File: src/rtl/uart_pkg.sv
// uart_pkg: shared FSM states, parity-type codes and DATA_W limits for the UART TX engine
package uart_pkg;
  typedef enum logic [2:0] {IDLE, START, DATA, PARITY, STOP1, STOP2} uart_state_e;
  localparam logic PAR_EVEN = 1'b0;
  localparam logic PAR_ODD = 1'b1;
  localparam int DATA_W_MIN = 5;
  localparam int DATA_W_MAX = 9;
endpackage

File: src/rtl/uart_tx_engine_if.sv
// uart_tx_engine_if: host-side handshake, frame options and line outputs of the UART TX engine
interface uart_tx_engine_if #(parameter int DATA_W = 8);
  logic transmit;
  logic [DATA_W-1:0] TX_DATA;
  logic par_EN;
  logic par_TYP;
  logic stop2;
  logic ready;
  logic busy;
  logic done;
  logic TX_OUT;
  modport master (output transmit, TX_DATA, par_EN, par_TYP, stop2, input ready, busy, done, TX_OUT);
  modport slave (input transmit, TX_DATA, par_EN, par_TYP, stop2, output ready, busy, done, TX_OUT);
endinterface

File: src/rtl/uart_tx_parity.sv
// uart_tx_parity: reduction-XOR parity with even/odd select
module uart_tx_parity
  import uart_pkg::*;
#(
  parameter int DATA_W = 8
) (
  input  logic [DATA_W-1:0] data,
  input  logic              typ,
  output logic              p
);
  assign p = (typ == PAR_ODD) ? ~^data : ^data;
endmodule

File: src/rtl/uart_tx_engine.sv
// uart_tx_engine: tick-paced UART serialiser (start, DATA_W bits LSB first, parity, 1/2 stop bits)
// Parity support is built only when UART_TX_PARITY_EN is defined.
module uart_tx_engine
  import uart_pkg::*;
#(
  parameter int DATA_W = 8
) (
  input logic CLK,
  input logic RST,
  input logic TX_tick,
  uart_tx_engine_if.slave bus
);
  localparam int CW = $clog2(DATA_W);
  localparam logic [CW-1:0] LAST = CW'(DATA_W - 1);
  uart_state_e state_q, state_d;
  logic pend_q, pend_d, stop2_q, stop2_d, par_en_q, par_en_d, par_q, par_d;
  logic tx_q, tx_d, busy_q, busy_d, done_q, done_d;
  logic [DATA_W-1:0] shift_q, shift_d;
  logic [CW-1:0] cnt_q, cnt_d;
  logic accept, par_bit, par_en_in;
  assign bus.ready = (state_q == IDLE) && !pend_q;
  assign accept = bus.transmit && bus.ready;
  assign bus.busy = busy_q;
  assign bus.done = done_q;
  assign bus.TX_OUT = tx_q;
`ifdef UART_TX_PARITY_EN
  uart_tx_parity #(.DATA_W(DATA_W)) u_parity (.data(bus.TX_DATA), .typ(bus.par_TYP), .p(par_bit));
  assign par_en_in = bus.par_EN;
`else
  logic unused_par;
  assign unused_par = bus.par_EN ^ bus.par_TYP;
  assign par_bit = 1'b0;
  assign par_en_in = 1'b0;
`endif
  always_comb begin
    state_d = state_q;
    pend_d = pend_q | accept;
    shift_d = accept ? bus.TX_DATA : shift_q;
    cnt_d = cnt_q;
    done_d = 1'b0;
    par_en_d = accept ? par_en_in : par_en_q;
    par_d = accept ? par_bit : par_q;
    stop2_d = accept ? bus.stop2 : stop2_q;
    case (state_q)
      IDLE: if (TX_tick && pend_q) begin
        state_d = START;
        pend_d = 1'b0;
      end
      START: if (TX_tick) begin
        state_d = DATA;
        cnt_d = '0;
      end
      DATA: if (TX_tick) begin
        if (cnt_q == LAST) state_d = par_en_q ? PARITY : STOP1;
        else begin
          cnt_d = cnt_q + 1'b1;
          shift_d = shift_q >> 1;
        end
      end
      PARITY: if (TX_tick) state_d = STOP1;
      STOP1: if (TX_tick) begin
        state_d = stop2_q ? STOP2 : IDLE;
        done_d = !stop2_q;
      end
      STOP2: if (TX_tick) begin
        state_d = IDLE;
        done_d = 1'b1;
      end
      default: state_d = IDLE;
    endcase
    busy_d = pend_d || (state_d != IDLE);
    // line value is registered for the state being entered, so it moves on the tick edge
    tx_d = (state_d == START) ? 1'b0 : (state_d == DATA) ? shift_d[0] : (state_d == PARITY) ? par_q : 1'b1;
  end
  always_ff @(posedge CLK) begin
    if (RST) begin
      state_q <= IDLE;
      pend_q <= 1'b0;
      shift_q <= '0;
      cnt_q <= '0;
      par_en_q <= 1'b0;
      par_q <= 1'b0;
      stop2_q <= 1'b0;
      tx_q <= 1'b1;
      busy_q <= 1'b0;
      done_q <= 1'b0;
    end else begin
      state_q <= state_d;
      pend_q <= pend_d;
      shift_q <= shift_d;
      cnt_q <= cnt_d;
      par_en_q <= par_en_d;
      par_q <= par_d;
      stop2_q <= stop2_d;
      tx_q <= tx_d;
      busy_q <= busy_d;
      done_q <= done_d;
    end
  end
endmodule

File: src/flat_wrapper.sv
// flat-port wrapper written by rule: the top's interface ports become plain ports
module uart_tx_engine_flat import uart_pkg::*;
#(
  parameter int DATA_W = 8
)
  (CLK, RST, TX_tick, bus_transmit, bus_TX_DATA, bus_par_EN, bus_par_TYP, bus_stop2, bus_ready, bus_busy, bus_done, bus_TX_OUT);
  uart_tx_engine_if #(.DATA_W(DATA_W)) bus_i ();
  input logic CLK;
  input logic RST;
  input logic TX_tick;
  input wire logic [$bits(bus_i.transmit)-1:0] bus_transmit;
  input wire logic [$bits(bus_i.TX_DATA)-1:0] bus_TX_DATA;
  input wire logic [$bits(bus_i.par_EN)-1:0] bus_par_EN;
  input wire logic [$bits(bus_i.par_TYP)-1:0] bus_par_TYP;
  input wire logic [$bits(bus_i.stop2)-1:0] bus_stop2;
  output wire logic [$bits(bus_i.ready)-1:0] bus_ready;
  output wire logic [$bits(bus_i.busy)-1:0] bus_busy;
  output wire logic [$bits(bus_i.done)-1:0] bus_done;
  output wire logic [$bits(bus_i.TX_OUT)-1:0] bus_TX_OUT;
  assign bus_i.transmit = bus_transmit;
  assign bus_i.TX_DATA = bus_TX_DATA;
  assign bus_i.par_EN = bus_par_EN;
  assign bus_i.par_TYP = bus_par_TYP;
  assign bus_i.stop2 = bus_stop2;
  assign bus_ready = bus_i.ready;
  assign bus_busy = bus_i.busy;
  assign bus_done = bus_i.done;
  assign bus_TX_OUT = bus_i.TX_OUT;
  uart_tx_engine #(.DATA_W(DATA_W)) u_core (.CLK(CLK), .RST(RST), .TX_tick(TX_tick), .bus(bus_i));
endmodule
File: config.mk
export PLATFORM = sky130hd
export DESIGN_NAME = uart_tx_engine_flat
export DESIGN_NICKNAME = d
export VERILOG_FILES = /design/src/rtl/uart_pkg.sv /design/src/rtl/uart_tx_engine_if.sv /design/src/rtl/uart_tx_parity.sv /design/src/rtl/uart_tx_engine.sv /design/src/flat_wrapper.sv
export SDC_FILE = /design/constraint.sdc
export NUM_CORES = 1
export LEC_CHECK = 0
export ABC_AREA = 1
export ABC_CLOCK_PERIOD_IN_PS = 2200
export BUFFER_PORTS_ARGS = -buffer_cell sky130_fd_sc_hd__buf_2
export CORE_MARGIN = 3
export CORE_UTILIZATION = 47
export CTS_CLUSTER_DIAMETER = 100
export DETAILED_ROUTE_END_ITERATION = 8
export GPL_ROUTABILITY_DRIVEN = 0
export PLACE_DENSITY = 0.7
export SLEW_MARGIN = 0
export SYNTH_ARGS = -nofsm -noshare
export SYNTH_HDL_FRONTEND = slang
export SYNTH_SLANG_ARGS = --single-unit
File: constraint.sdc
create_clock -name CLK -period 2.2 [get_ports CLK]
set_input_delay 0.55 -clock CLK [delete_from_list [all_inputs] [get_ports CLK]]
set_output_delay 0.55 -clock CLK [all_outputs]
set_load 0.005 [all_outputs]
==> results by group <==
Detailed routing
  • DR DRC count: 0
  • Routed wire length per instance: 10.4 um
  • Vias per cell: 4.85
  • Remaining antenna violation count: 0
  • Iteration-0 DRC Markers: 8
  • Overall routed net length: 1.79 mm
  • Via count: 830
  • Drt first pass iters: 4

Global routing
  • First-pass GRT wire length: 2.97 mm
  • Overflow after GRT: 0
  • Vias in the first global route: 735
  • GRT Util Overall: 15.6%
  • Initial antenna violation count: 0
  • Largest net degree at the start of global routing: 13

Clocking
  • Clock transition at path regs: 110 ps
  • Clk buf depth: 2
  • CTS sink cnt: 19
  • # H-tree levels: 1
  • Clk_lat worst skew: 290 ps
  • CTS Buf Count: 3
  • CTS resizes: 0
  • Root Driver: clkbuf_4
  • Number of buffers added for setup after CTS: 0
  • CTS tree: done
  • Cts hold-fix bufs: 0

Synth
  • Post-synthesis adder-cell area fraction: 2.66%
  • Mapped Area: 940 um^2
  • Syn_area_per_cell: 7.34 um^2
  • Compound-gate portion of the synthesized area: 18.1%
  • Main combinational cell family by area after synthesis: simple AND/OR/NAND/NOR gates
  • Cell accounting for the most synthesized area: dfxtp_1
  • Register area share after synthesis: 40.5%
  • Post-synthesis mux area share: 0%
  • Synthesized Nets: 145
  • Distinct cells, synth: 23
  • Warnings, synthesis: 0
  • Synth Register Bits: 19
  • Simple-gate share of the synthesized area: 29.7%
  • Gate count of the mapped netlist: 128
  • XOR/XNOR Fraction of Synth Area: 0%
  • Synth top area cells: dfxtp_1, nand2_1, a21oi_1
  • Top cell type's share of synthesized area: 40.5%

Timing
  • Setup Skew: 7.58 ps
  • Max-slew violations: 0
  • Final Worst Setup Slack: 490 ps
  • Final cycle utilization of the critical path: 77.7%
  • Min cycle time layout: 1710 ps
  • Final Hold Fails: 0
  • Worst Max-Slew Pin Slew: 481 ps
  • Min Hold Slack: 447 ps
  • Final setup TNS: 0 ps
  • Worst rel slew slack: 67.9%
  • Max Clock Freq: 585 MHz
  • RSZ-0062 raised after global routing: false
  • Final setup fails: 0

Power and ir drop
  • Sequential power share: 54.2%
  • Sw Share: 30.6%
  • Int Power: 0.000508 W
  • NetSw: 0.000224 W
  • Combinational power share: 22.1%
  • LEAKAGE: 0.516 nW
  • Clock power share: 23.7%
  • Worst-case vdd ir drop: 0.000393 V
  • Cell Pwr Density: 684 mW/mm^2

Finish
  • Commonest non-fill, non-tap cell in the layout: nand2_1
  • Fraction of layout cells with a size suffix above 1: 23.3%
  • Area growth, synth to finish: 13.8%
  • Most frequent cells in the layout: nand2_1, a21oi_1, dfxtp_1
  • Nets: 164
  • Diodes inserted: 0
  • Final Cell Area: 0.00107 mm^2

Setup path
  • Worst path arrival time: 1160 ps
  • Setup Crit Path Kind: reg2out
  • Reg2Reg Capture Point: u_core.bus.TX_OUT
  • Crit-path max FO: 6
  • Crit path launch: u_core.state_q[0]
  • Setup crit start kind: flip-flop
  • Worst reg2reg path depth: 7
  • FF-to-FF Start: u_core.state_q[0]
  • R2R Setup Slk: 690 ps
  • Critical path endpoint: bus_ready
  • Endpoint type of the worst setup path: primary output
  • CP required: 1650 ps

Worst hold path
  • Hold Crit Class: reg2reg

Floorplanning
  • Die area: 0.00257 mm^2
  • Rows: 15
  • Die height: 50.7 um
  • IO Pins: 19
  • Die width: 50.7 um
  • Placeable Area: 0.00180 mm^2
  • Initial Util: 52.2%

Placed design
  • Placed Area: 0.00104 mm^2
  • DP HPWL: 1.38 mm
  • PortBufs: 16
  • DP Worst Slack: 626 ps

Status
  • Run status: finished, final reports clean

Flow run
  • Max_cap viols: 0
[cell type report]
class / count / area (um^2)
fillers: 182 / 732
multi-input cells: 88 / 474
flip-flops and latches: 19 / 380
repair buffers: 16 / 80.1
inverters: 19 / 76.3
well taps: 25 / 31.3
clock buffers: 3 / 22.5
clock inverters: 1 / 5.00
[power by group through the flow]
stage	clock network, W	registers, W	logic (W)
after CTS	0.000182	0.000397	0.000164
after detailed placement	0	0.000405	0.000163
after global routing	0.000193	0.000400	0.000185
after global placement	0	0.000404	0.000160
after floorplan	0	0.000401	0.000121
final	0.000174	0.000397	0.000162
[stage by stage]
step                      utilization [%]  cells  power, W
after global placement               57.8    167  0.000563
after global routing                 59.4    171  0.000778
after CTS                            59.4    171  0.000743
after detailed placement             57.8    167  0.000568
final                                59.4    171  0.000732
after floorplan                         -    128  0.000522
[per-layer routing]
layer / wire length, um / track usage [%] / share of wire, %
met5: 0 / 0 / 0
met4: 25 / 8.07 / 1.4
met3: 52 / 3.56 / 2.9
met2: 872 / 27.0 / 49
met1: 835 / 17.6 / 47
[synth_stat cells, drive strengths merged]
master    n
nand3    10
ha        2
o211ai    1
clkinv    1
o21ai     8
dfxtp    19
a21oi    21
inv      18
nand4     1
a2111oi   1
o21a      1
nor3      2
clkbuf    1
nor2      9
nand2    31
nand3b    1
buf       1
[kinds of logic (layout without fill, tap and decap cells)]
logic type / after synthesis / in the layout
fa+ha+maj: 2 / 2
buf+inv: 21 / 39
flops: 19 / 19
simple gates: 54 / 54
compound gates: 32 / 32
[state kept, by name, indices dropped and copies added, names as in the netlist]
| name | flops |
|---|---|
| u_core.shift_q | 8 |
| u_core.bus.done | 1 |
| u_core.pend_q | 1 |
| u_core.state_q | 3 |
| u_core.stop2_q | 1 |
| u_core.bus.TX_OUT | 1 |
| u_core.cnt_q | 3 |
| u_core.bus.busy | 1 |
[worst min-delay path by stage]
stage / startpoint / end / slack [ps] / cells after the start
floorplan: u_core.shift_q[7] / u_core.shift_q[7] / 420 / 2
global placement: u_core.shift_q[7] / u_core.shift_q[7] / 430 / 2
detailed placement: u_core.shift_q[7] / u_core.shift_q[7] / 430 / 2
CTS: u_core.shift_q[7] / u_core.shift_q[7] / 450 / 2
global route: u_core.shift_q[7] / u_core.shift_q[7] / 480 / 2
finish: u_core.shift_q[7] / u_core.shift_q[7] / 450 / 2
[worst max-delay path: stages, from the launching register on]
cell	delay [ps]
dfxtp_1	400
nor2_2	180
nand3_2	110
inv_1	70
buf_2	100
No activity file was read; power rests on OpenSTA's default activity.
